[src/rtl/spi_master.sv]
// SPI mode-3 master (CPOL=1, CPHA=1): one WIDTH-bit full-duplex frame per accepted start.
// Latency: done pulses (2*WIDTH+2)*CLKDIV+1 clk cycles after the clk edge that samples start.
// Backpressure: start is only sampled in IDLE; requests while busy are dropped, not queued.
//
// Ports:
//   clk, rstb      system clock; asynchronous active-low reset
//   start          frame request (sampled in IDLE only)
//   mlb            bit order, 1 = MSB first; latched together with tdata at start
//   tdata          word to transmit
//   busy           high from the cycle after start is accepted until the inter-frame gap ends
//   done           one-cycle pulse at frame end; rdata is valid in that cycle
//   rdata          received word, held until the next done
//   ss, sck, sdout SPI outputs (ss active-low, sck idles high, sdout always driven)
//   sdin           MISO
module spi_master #(
   parameter int WIDTH  = 48,
   parameter int CLKDIV = 4,
   parameter int CS_GAP = 2
) (
   input  logic             clk,
   input  logic             rstb,
   input  logic             start,
   input  logic             mlb,
   input  logic [WIDTH-1:0] tdata,
   output logic             busy,
   output logic             done,
   output logic [WIDTH-1:0] rdata,
   output logic             ss,
   output logic             sck,
   output logic             sdout,
   input  logic             sdin
);

   localparam int GW = (CS_GAP > 1) ? $clog2(CS_GAP) : 1;

   typedef enum logic [2:0] {IDLE, SETUP, XFER, HOLD, GAP} state_t;

   state_t           state_q, state_d;
   logic [7:0]       hcnt_q, hcnt_d;
   logic [6:0]       bcnt_q, bcnt_d;
   logic [GW-1:0]    gcnt_q, gcnt_d;
   logic [WIDTH-1:0] tx_q, tx_d;
   logic [WIDTH-1:0] rx_q, rx_d;
   logic [WIDTH-1:0] rdata_q, rdata_d;
   logic             mlb_q, mlb_d;
   logic             ss_q, ss_d;
   logic             sck_q, sck_d;
   logic             sdout_q, sdout_d;
   logic             busy_q, busy_d;
   logic             done_q, done_d;

   logic             hend;
   logic             tx_bit;
   logic [WIDTH-1:0] tx_shift;
   logic [WIDTH-1:0] rx_shift;

   assign hend     = (hcnt_q == 8'(CLKDIV - 1));
   assign tx_bit   = mlb_q ? tx_q[WIDTH-1] : tx_q[0];
   assign tx_shift = mlb_q ? {tx_q[WIDTH-2:0], 1'b1} : {1'b1, tx_q[WIDTH-1:1]};
   assign rx_shift = mlb_q ? {rx_q[WIDTH-2:0], sdin} : {sdin, rx_q[WIDTH-1:1]};

   always_comb begin
      state_d = state_q;
      hcnt_d  = hcnt_q + 8'd1;
      bcnt_d  = bcnt_q;
      gcnt_d  = gcnt_q;
      tx_d    = tx_q;
      rx_d    = rx_q;
      rdata_d = rdata_q;
      mlb_d   = mlb_q;
      ss_d    = ss_q;
      sck_d   = sck_q;
      sdout_d = sdout_q;
      busy_d  = busy_q;
      done_d  = 1'b0;
      unique case (state_q)
         IDLE: begin
            hcnt_d = '0;
            if (start) begin
               tx_d    = tdata;
               mlb_d   = mlb;
               state_d = SETUP;
            end
         end
         // The first SETUP cycle is the acceptance cycle where ss/busy go active,
         // so hcnt runs to CLKDIV here to leave a full half-period of ss-low setup.
         SETUP: begin
            ss_d   = 1'b0;
            busy_d = 1'b1;
            if (hcnt_q == 8'(CLKDIV)) begin
               hcnt_d  = '0;
               bcnt_d  = '0;
               sck_d   = 1'b0;
               sdout_d = tx_bit;
               tx_d    = tx_shift;
               state_d = XFER;
            end
         end
         XFER: begin
            if (hend) begin
               hcnt_d = '0;
               if (!sck_q) begin
                  sck_d  = 1'b1;
                  rx_d   = rx_shift;
                  bcnt_d = bcnt_q + 7'd1;
               end else if (bcnt_q == 7'(WIDTH)) begin
                  // last high half-period complete; no further falling edge
                  state_d = HOLD;
               end else begin
                  sck_d   = 1'b0;
                  sdout_d = tx_bit;
                  tx_d    = tx_shift;
               end
            end
         end
         HOLD: begin
            if (hend) begin
               hcnt_d  = '0;
               gcnt_d  = '0;
               ss_d    = 1'b1;
               sdout_d = 1'b1;
               rdata_d = rx_q;
               done_d  = 1'b1;
               state_d = GAP;
            end
         end
         GAP: begin
            if (hend) begin
               hcnt_d = '0;
               gcnt_d = gcnt_q + 1'b1;
               if (gcnt_q == GW'(CS_GAP - 1)) begin
                  busy_d  = 1'b0;
                  state_d = IDLE;
               end
            end
         end
         default: state_d = IDLE;
      endcase
   end

   always_ff @(posedge clk or negedge rstb) begin
      if (!rstb) begin
         state_q <= IDLE;
         hcnt_q  <= '0;
         bcnt_q  <= '0;
         gcnt_q  <= '0;
         tx_q    <= '0;
         rx_q    <= '0;
         rdata_q <= '0;
         mlb_q   <= 1'b1;
         ss_q    <= 1'b1;
         sck_q   <= 1'b1;
         sdout_q <= 1'b1;
         busy_q  <= 1'b0;
         done_q  <= 1'b0;
      end else begin
         state_q <= state_d;
         hcnt_q  <= hcnt_d;
         bcnt_q  <= bcnt_d;
         gcnt_q  <= gcnt_d;
         tx_q    <= tx_d;
         rx_q    <= rx_d;
         rdata_q <= rdata_d;
         mlb_q   <= mlb_d;
         ss_q    <= ss_d;
         sck_q   <= sck_d;
         sdout_q <= sdout_d;
         busy_q  <= busy_d;
         done_q  <= done_d;
      end
   end

   assign busy  = busy_q;
   assign done  = done_q;
   assign rdata = rdata_q;
   assign ss    = ss_q;
   assign sck   = sck_q;
   assign sdout = sdout_q;

endmodule
[config.mk]
export PLATFORM = sky130hd
export DESIGN_NAME = spi_master
export DESIGN_NICKNAME = d
export VERILOG_FILES = /design/src/rtl/spi_master.sv
export SDC_FILE = /design/constraint.sdc
export NUM_CORES = 1
export LEC_CHECK = 0
export CAP_MARGIN = 20
export CORE_UTILIZATION = 40
export CTS_CLUSTER_DIAMETER = 30
export DETAILED_ROUTE_END_ITERATION = 6
export GPL_TIMING_DRIVEN = 0
export PLACE_DENSITY_LB_ADDON = 0.15
export SYNTH_ARGS = -nofsm -noshare
export SYNTH_HDL_FRONTEND = slang
export SYNTH_SLANG_ARGS = --single-unit
[constraint.sdc]
create_clock -name clk -period 2.09 [get_ports clk]
set_input_delay 0.209 -clock clk [delete_from_list [all_inputs] [get_ports clk]]
set_output_delay 0.209 -clock clk [all_outputs]
set_load 0.01 [all_outputs]
==> summary.json, run 1 <==
{
  "timing.max_slew.rel_slack_pct": 53.0,
  "core_um2": 20200,
  "tns_ns": -2.90,
  "timing.final.ws_setup_ns": -0.0954,
  "main_combinational_cell_family_by_area_after_synthesis": "multiplexers",
  "synthArstFlopShare_pct": 100,
  "p_total_mw": 16.3,
  "synth_cell_type_count": 49,
  "start_util_pct": 40.9,
  "startpoint_type": "flip-flop",
  "post-route-util_pct": 53.2,
  "grt_pass1_wl_mm": 30.7,
  "path_max_fanout": 5,
  "synth_cells": 736,
  "design.final.nets": 944,
  "area_growth_pct": 30.2,
  "antenna_found_initial": 0,
  "placementRows": 52,
  "place.detailed.instances": 1112,
  "critical_path_endpoint_category": "flip-flop",
  "cap_viol_max_count": 0,
  "clk-insertion-delay-late_ns": 0.43,
  "fp.dieH_um": 146,
  "stdcell_area_um2": 10800,
  "reg2reg_from": "hcnt_q[1]",
  "setup.reg_to_reg.worst_slack_ns": -0.1,
  "ys_seq_elements": 169,
  "synthSimpleGateAreaFrac_pct": 9.60,
  "io_pins": 106,
  "violated_checks": "negative setup slack",
  "synth.most_common_cell": "dfrtp_1",
  "worstRegToRegCells": 8,
  "grt_setup_unrepaired": "yes",
  "min_period_over_period_pct": 105,
  "power_per_cell_area_nw_per_um2": 1510,
  "cts_buffers": 17,
  "first_global_vias": 6117,
  "cts.path.max_buffers": 2,
  "floorplan_die_area_um2": 21300,
  "timing_hold_violations_final": 0,
  "synth_enable_flop_cells": 0,
  "synth_xor_area_share_pct": 0.529,
  "post-synth-top-area-fraction_pct": 49.9,
  "grt_max_degree": 90,
  "h_tree_depth_reported_by_cts": 4,
  "timing.clock.skew_ns": 0.0100,
  "dp_hpwl_mm": 12.3,
  "global_route.overflow_total": 0,
  "yosysWarnings": 0,
  "clkSlewWorstSetupHoldPaths_ns": 0.07,
  "setup_crit_path_kind": "reg -> reg",
  "timing.final.setup_violations": 47,
  "ys_top_cells_by_area": "dfrtp_1, mux2i_1, mux2_2, o21ai_0, a21oi_1",
  "post_synth_fa_ha_maj_area_fraction_pct": 0.605,
  "drive_gt1_share_pct": 24.4,
  "die_width_um": 146,
  "tightest_slew_ns": 0.706,
  "detail_route.iter0.violations": 259,
  "drt-wirelength-per-cell_um": 15.8,
  "irDropWorstVdd_mv": 0.636,
  "tritoncts": "yes",
  "critPathLaunch": "hcnt_q[1]",
  "post_synth_mux_area_share_pct": 25.4,
  "report.final.slew_viol_count": 0,
  "worst_r2r_endpoint": "tx_q[38]",
  "num_antenna_cells": 0,
  "clockRootBuffer": "clkbuf_16",
  "dominantRegCellSynth": "dfrtp_1",
  "period_minus_slack_ns": 2.19,
  "syn_area_um2": 8270,
  "first_pass_iteration_count_of_the_detailed_router": 4,
  "netlist_top_cells_count": "dfrtp_1, mux2i_1, mux2_2",
  "synthesis.nets": 793,
  "detail-route-antenna-nets": 0,
  "vias_per_cell": 5.13,
  "clock.fmax_ghz": 0.458,
  "drcViolationCount": 0,
  "numPortBuffers": 105,
  "cp_data_arrival_time_ns": 2.49,
  "wirelength_mm": 18.4,
  "gpl.final_weighted_congestion": 0.838,
  "worst_path_required_time_ns": 2.40,
  "cellLeakagePower_nw": 5.01,
  "run_status": "complete, but fails checks",
  "postSynthAreaPerCell_um2": 11.2,
  "hold_class": "in -> async",
  "cts.sinks": 169,
  "synth-compound-area-share_pct": 9.27,
  "layoutNonFillerInstCount": 1170,
  "routed-via-count": 6003,
  "netlist.top_cell.by_area": "dfrtp_1",
  "synth.yosys.seq_area_share_pct": 51.2,
  "placed_cell_area_um2": 9690,
  "crit_end": "tx_q[38]",
  "overall_global_routing_resource_usage_pct": 17.8
}
[worst max-delay path: stages (launching register included)]
cell and delay, ns:
dfrtp_1 0.40, ha_4 0.18, nor4b_4 0.28, a21oi_1 0.14, nor3_2 0.25, nand3_4 0.17, buf_12 0.19, clkbuf_16 0.15
mux2_4 0.29
[how the worst min path moves through the flow]
stage,start,end,cells after the start
2_1_floorplan,rstb,bcnt_q[0],0
3_3_place_gp,bcnt_q[5],bcnt_q[5],1
3_5_place_dp,rstb,bcnt_q[3],1
4_1_cts,rstb,bcnt_q[3],2
5_1_grt,rstb,bcnt_q[3],2
6_report,rstb,bcnt_q[3],2
[through the flow]
stage,hold slack (ns),setup slack [ns]
after floorplan,-0.0866,0.00997
after global placement,0.472,-6.12
after detailed placement,0.253,-0.465
after CTS,0.397,-0.0781
after global routing,0.424,-0.191
final,0.350,-0.0954
[logic make-up (layout without fill, tap and decap cells)]
kind of cell,count (synthesis),after routing
mux,191,191
simple gates,172,172
flops,169,169
compound gates,139,139
buf+inv,56,220
xor+xnor,5,5
fa+ha+maj,4,4
[cell type report]
cell class	instances	area, um2
fill	1781	9460
sequential	169	4240
multi-input combinational	511	3860
timing repair buffer	132	1370
clock buffer	19	453
tap	270	338
buffer	49	314
clock inverter	13	180
inverter	7	26.3
[state kept, by name, summed over array words and instances (netlist names)]
signal   flops
ss           1
sck          1
rx_q        48
hcnt_q       8
sdout        1
mlb_q        1
rdata       48
state_q      3
busy         1
bcnt_q       7
done         1
gcnt_q       1
tx_q        48
[power by group]
part | leakage [nW] | internal [mW] | switching, mW | total, mW
sequential | 2.19 | 4.45 | 0.903 | 5.35
clock | 0.310 | 1.98 | 1.42 | 3.40
combinational | 2.50 | 4.18 | 3.33 | 7.51
total | 5.01 | 10.6 | 5.64 | 16.3
[routing by layer]
layer  GRT usage (%)  vias up  part of all wire [%]
li1                -     2893                     -
met1            23.2     2979                    45
met2            29.0      105                    48
met3            4.70       26                   4.6
met4            5.26        0                   1.7
met5               0        -                     0
[layout by cell type (no fill, tap or decap), drive strengths merged, types with 2 or more instances in the layout]
cell type / synthesis / final
dfrtp: 165 / 165
clkdlybuf4s50: 0 / 104
mux2: 96 / 96
mux2i: 95 / 95
nor2: 67 / 67
nand2: 62 / 62
o21ai: 62 / 62
a21oi: 58 / 58
buf: 36 / 57
clkbuf: 13 / 38
nand3: 14 / 14
inv: 7 / 13
nand2b: 7 / 7
xor2: 5 / 5
nor3: 5 / 5
and3: 4 / 4
nor2b: 4 / 4
o31ai: 4 / 4
dfstp: 4 / 4
ha: 4 / 4
a31oi: 3 / 3
bufinv: 0 / 3
and2: 3 / 3
clkinv: 0 / 3
or3: 2 / 2
o22a: 2 / 2
o32ai: 2 / 2
[repair_timing]
action | CTS | global route
gates resized for setup | 27 | 35
cloned | 0 | 3
hold buffers | 1 | 0
hold endpoints to repair | 77 | 0
setup buffers | 17 | 5
pin swaps | 3 | 5
endpoints found under the setup margin | 156 | 147
Power figures use the tool's default switching activity.
==> run 2: changes to the inputs <==
--- a/config.mk
+++ b/config.mk
@@ -6,6 +6,7 @@
 export NUM_CORES = 1
 export LEC_CHECK = 0
 export CAP_MARGIN = 20
+export CORE_MARGIN = 3
 export CORE_UTILIZATION = 40
 export CTS_CLUSTER_DIAMETER = 30
 export DETAILED_ROUTE_END_ITERATION = 6
==> summary.json, run 2 (synthesized netlist as in run 1, its figures left out) <==
{
  "run_status": "complete, but fails checks",
  "violated_checks": "negative setup slack",
  "worst_r2r_endpoint": "tx_q[36]",
  "power_frac_clock": {"value": 20.0, "unit": "%", "change": "-0.9 points"},
  "placementRows": {"value": 51, "change": "-1.9%"},
  "clock.fmax": {"value": 0.458, "unit": "GHz", "change": "+0.17%"},
  "reg2reg_from": "bcnt_q[0]",
  "start_util": {"value": 41.6, "unit": "%", "change": "+0.67 points"},
  "timing.final.setup_violations": {"value": 48, "change": "+2.1%"},
  "place.detailed.instances": {"value": 1107, "change": "-0.45%"},
  "detail_route.iter0.violations": {"value": 275, "change": "+6.2%"},
  "clkSlewWorstSetupHoldPaths": {"value": 0.07, "unit": "ns", "change": "about the same"},
  "antenna_found_initial": {"value": 0, "change": "unchanged"},
  "tightest_slew": {"value": 0.714, "unit": "ns", "change": "+0.00863 ns"},
  "setup.reg_to_reg.worst_slack": {"value": -0.09, "unit": "ns", "change": "about the same"},
  "cap_viol_max_count": {"value": 0, "change": "unchanged"},
  "timing_hold_violations_final": {"value": 0, "change": "unchanged"},
  "hold_class": "in -> async",
  "design.final.nets": {"value": 938, "change": "-0.64%"},
  "share_comb_of_total_power": {"value": 46.6, "unit": "%", "change": "+0.4 points"},
  "report.final.slew_viol_count": {"value": 0, "change": "unchanged"},
  "clk-insertion-delay-late": {"value": 0.43, "unit": "ns", "change": "about the same"},
  "num_antenna_cells": {"value": 0, "change": "unchanged"},
  "area_growth_pct": 28.9,
  "final_common_cell": "dfrtp_1",
  "floorplan_die_area": {"value": 22400, "unit": "um2", "change": "+5.6%"},
  "cts.sinks": {"value": 169, "change": "unchanged"},
  "first_global_vias": {"value": 6076, "change": "-0.67%"},
  "wirelength": {"value": 18.9, "unit": "mm", "change": "+2.5%"},
  "pwr-share-seq": {"value": 33.5, "unit": "%", "change": "+0.6 points"},
  "io_pins": {"value": 106, "change": "unchanged"},
  "timing.clock.skew": {"value": 0.00957, "unit": "ns", "change": "-0.000469 ns"},
  "globalRouteMet3Util": {"value": 4.94, "unit": "%", "change": "+0.23 points"},
  "cellLeakagePower": {"value": 4.92, "unit": "nW", "change": "-1.6%"},
  "drive_gt1_share": {"value": 23.9, "unit": "%", "change": "-0.59 points"},
  "period_minus_slack": {"value": 2.18, "unit": "ns", "change": "-0.00381 ns"},
  "grt_pass1_wl": {"value": 30.5, "unit": "mm", "change": "-0.54%"},
  "post-route-util": {"value": 53.6, "unit": "%", "change": "+0.30 points"},
  "routed-via-count": {"value": 5981, "change": "-0.37%"},
  "grt_setup_unrepaired": "yes",
  "drcViolationCount": {"value": 0, "change": "unchanged"},
  "fp.dieH": {"value": 150, "unit": "um", "change": "+2.7%"},
  "core": {"value": 19900, "unit": "um2", "change": "-1.6%"},
  "internal_power": {"value": 10.4, "unit": "mW", "change": "-1.8%"},
  "drt-wirelength-per-cell": {"value": 16.3, "unit": "um", "change": "+3.6%"},
  "worst_path_required_time": {"value": 2.39, "unit": "ns", "change": "about the same"},
  "place_worst_setup_slack": {"value": -0.438, "unit": "ns", "change": "+0.0278 ns"},
  "global_route.usage.met1": {"value": 22.4, "unit": "%", "change": "-0.82 points"},
  "gpl.final_weighted_congestion": {"value": 0.825, "change": "-1.6%"},
  "overall_global_routing_resource_usage": {"value": 16.8, "unit": "%", "change": "-0.96 points"},
  "power_per_cell_area": {"value": 1500, "unit": "nW/um2", "change": "-0.37%"},
  "global_route.overflow_total": {"value": 0, "change": "unchanged"},
  "tritoncts": "yes",
  "startpoint_type": "flip-flop",
  "top_usage_layer": "met2",
  "grt_util_met2": {"value": 26.5, "unit": "%", "change": "-2.5 points"},
  "grt_max_degree": {"value": 117, "change": "+30%"},
  "h_tree_depth_reported_by_cts": {"value": 4, "change": "unchanged"},
  "setup_crit_path_kind": "reg -> reg",
  "timing.max_slew.rel_slack": {"value": 52.4, "unit": "%", "change": "-0.58 points"},
  "worstRegToRegCells": {"value": 9, "change": "+1"},
  "timing.final.ws_setup": {"value": -0.0916, "unit": "ns", "change": "+0.00381 ns"},
  "vias_per_cell": {"value": 5.16, "change": "+0.67%"},
  "min_period_over_period": {"value": 104, "unit": "%", "change": "-0.18 points"},
  "layoutNonFillerInstCount": {"value": 1158, "change": "-1.0%"},
  "cts.path.max_buffers": {"value": 2, "change": "unchanged"},
  "numPortBuffers": {"value": 105, "change": "unchanged"},
  "path_max_fanout": {"value": 6, "change": "+1"},
  "power.net_switching": {"value": 5.60, "unit": "mW", "change": "-0.70%"},
  "dp_hpwl": {"value": 12.9, "unit": "mm", "change": "+5.0%"},
  "critPathLaunch": "bcnt_q[0]",
  "irDropWorstVdd": {"value": 0.583, "unit": "mV", "change": "-8.4%"},
  "cts_buffers": {"value": 17, "change": "unchanged"},
  "critical_path_endpoint_category": "flip-flop",
  "first_pass_iteration_count_of_the_detailed_router": {"value": 5, "change": "+1"},
  "mostFrequentLayoutCells": "dfrtp_1, clkdlybuf4s50_1, mux2i_1",
  "power.switching_fraction": {"value": 35.0, "unit": "%", "change": "+0.25 points"},
  "clockRootBuffer": "clkbuf_16",
  "p_total": {"value": 16.0, "unit": "mW", "change": "-1.4%"},
  "cp_data_arrival_time": {"value": 2.48, "unit": "ns", "change": "about the same"},
  "detail-route-antenna-nets": {"value": 0, "change": "unchanged"},
  "die_width": {"value": 150, "unit": "um", "change": "+2.7%"}
}
run 2: routing by layer:
metal	routed length, um	part of all wire (%)
met2	9020	48
met5	0	0
met1	8440	45
met3	1080	5.7
met4	348	1.8
run 2: worst max-delay path by stage:
stage | to | slack (ns) | cells past startpoint
floorplan | tx_q[27] | 0.01 | 9
global placement | rdata[35] | -6.13 | 1
detailed placement | rx_q[12] | -0.44 | 7
CTS | tx_q[45] | -0.09 | 9
global route | tx_q[36] | -0.18 | 9
finish | tx_q[36] | -0.09 | 9
run 2: repair_timing:
| item | 4_1_cts | 5_1_grt |
|---|---|---|
| buffers inserted | 9 | 7 |
| pin swaps | 3 | 5 |
| hold buffers | 1 | 0 |
| hold endpoints to repair | 52 | 0 |
| setup endpoints to repair | 155 | 144 |
| resized for setup | 28 | 29 |
| cloned | 0 | 3 |
run 2: power groups by stage:
stage               Clock (mW)  Combinational, mW  Sequential, mW
CTS                       3.27               7.08            5.35
finish                    3.20               7.47            5.36
global route              3.44               8.15            5.53
detailed placement           0               6.76            5.40
global placement             0               6.57            5.35
floorplan                    0               4.84            5.28
run 2: layout make-up:
type | count | area (um2)
Fill cell | 1728 | 9250
Sequential cell | 169 | 4240
Multi-Input combinational cell | 511 | 3830
Timing Repair Buffer | 126 | 1310
Clock buffer | 20 | 457
Tap cell | 265 | 332
Buffer | 49 | 327
Clock inverter | 11 | 135
Inverter | 7 | 26.3
run 2: stage by stage:
stage | hold slack, ns | area, um2 | TNS, ns
6_report | 0.290 | 10700 | -2.73
5_1_grt | 0.317 | 10700 | -10.67
4_1_cts | 0.295 | 10500 | -2.37
3_5_place_dp | 0.155 | 9690 | -35.13
3_3_place_gp | 0.471 | 9660 | -1059.71
2_1_floorplan | -0.0866 | 8270 | 0
run 2: worst max-delay path, stage by stage, from the launching register on:
cell	delay [ns]
dfrtp_1	0.39
inv_1	0.06
ha_1	0.12
or4b_4	0.48
o21ai_2	0.20
o21ai_2	0.09
nand3_4	0.12
buf_12	0.16
clkbuf_16	0.15
mux2_4	0.29
==> run 3: changes to the inputs <==
--- a/config.mk
+++ b/config.mk
@@ -6,7 +6,6 @@
 export NUM_CORES = 1
 export LEC_CHECK = 0
 export CAP_MARGIN = 20
-export CORE_MARGIN = 3
 export CORE_UTILIZATION = 40
 export CTS_CLUSTER_DIAMETER = 30
 export DETAILED_ROUTE_END_ITERATION = 6
==> results of run 3 <==
Final layout, timing and power as in run 1 (identical DEF).
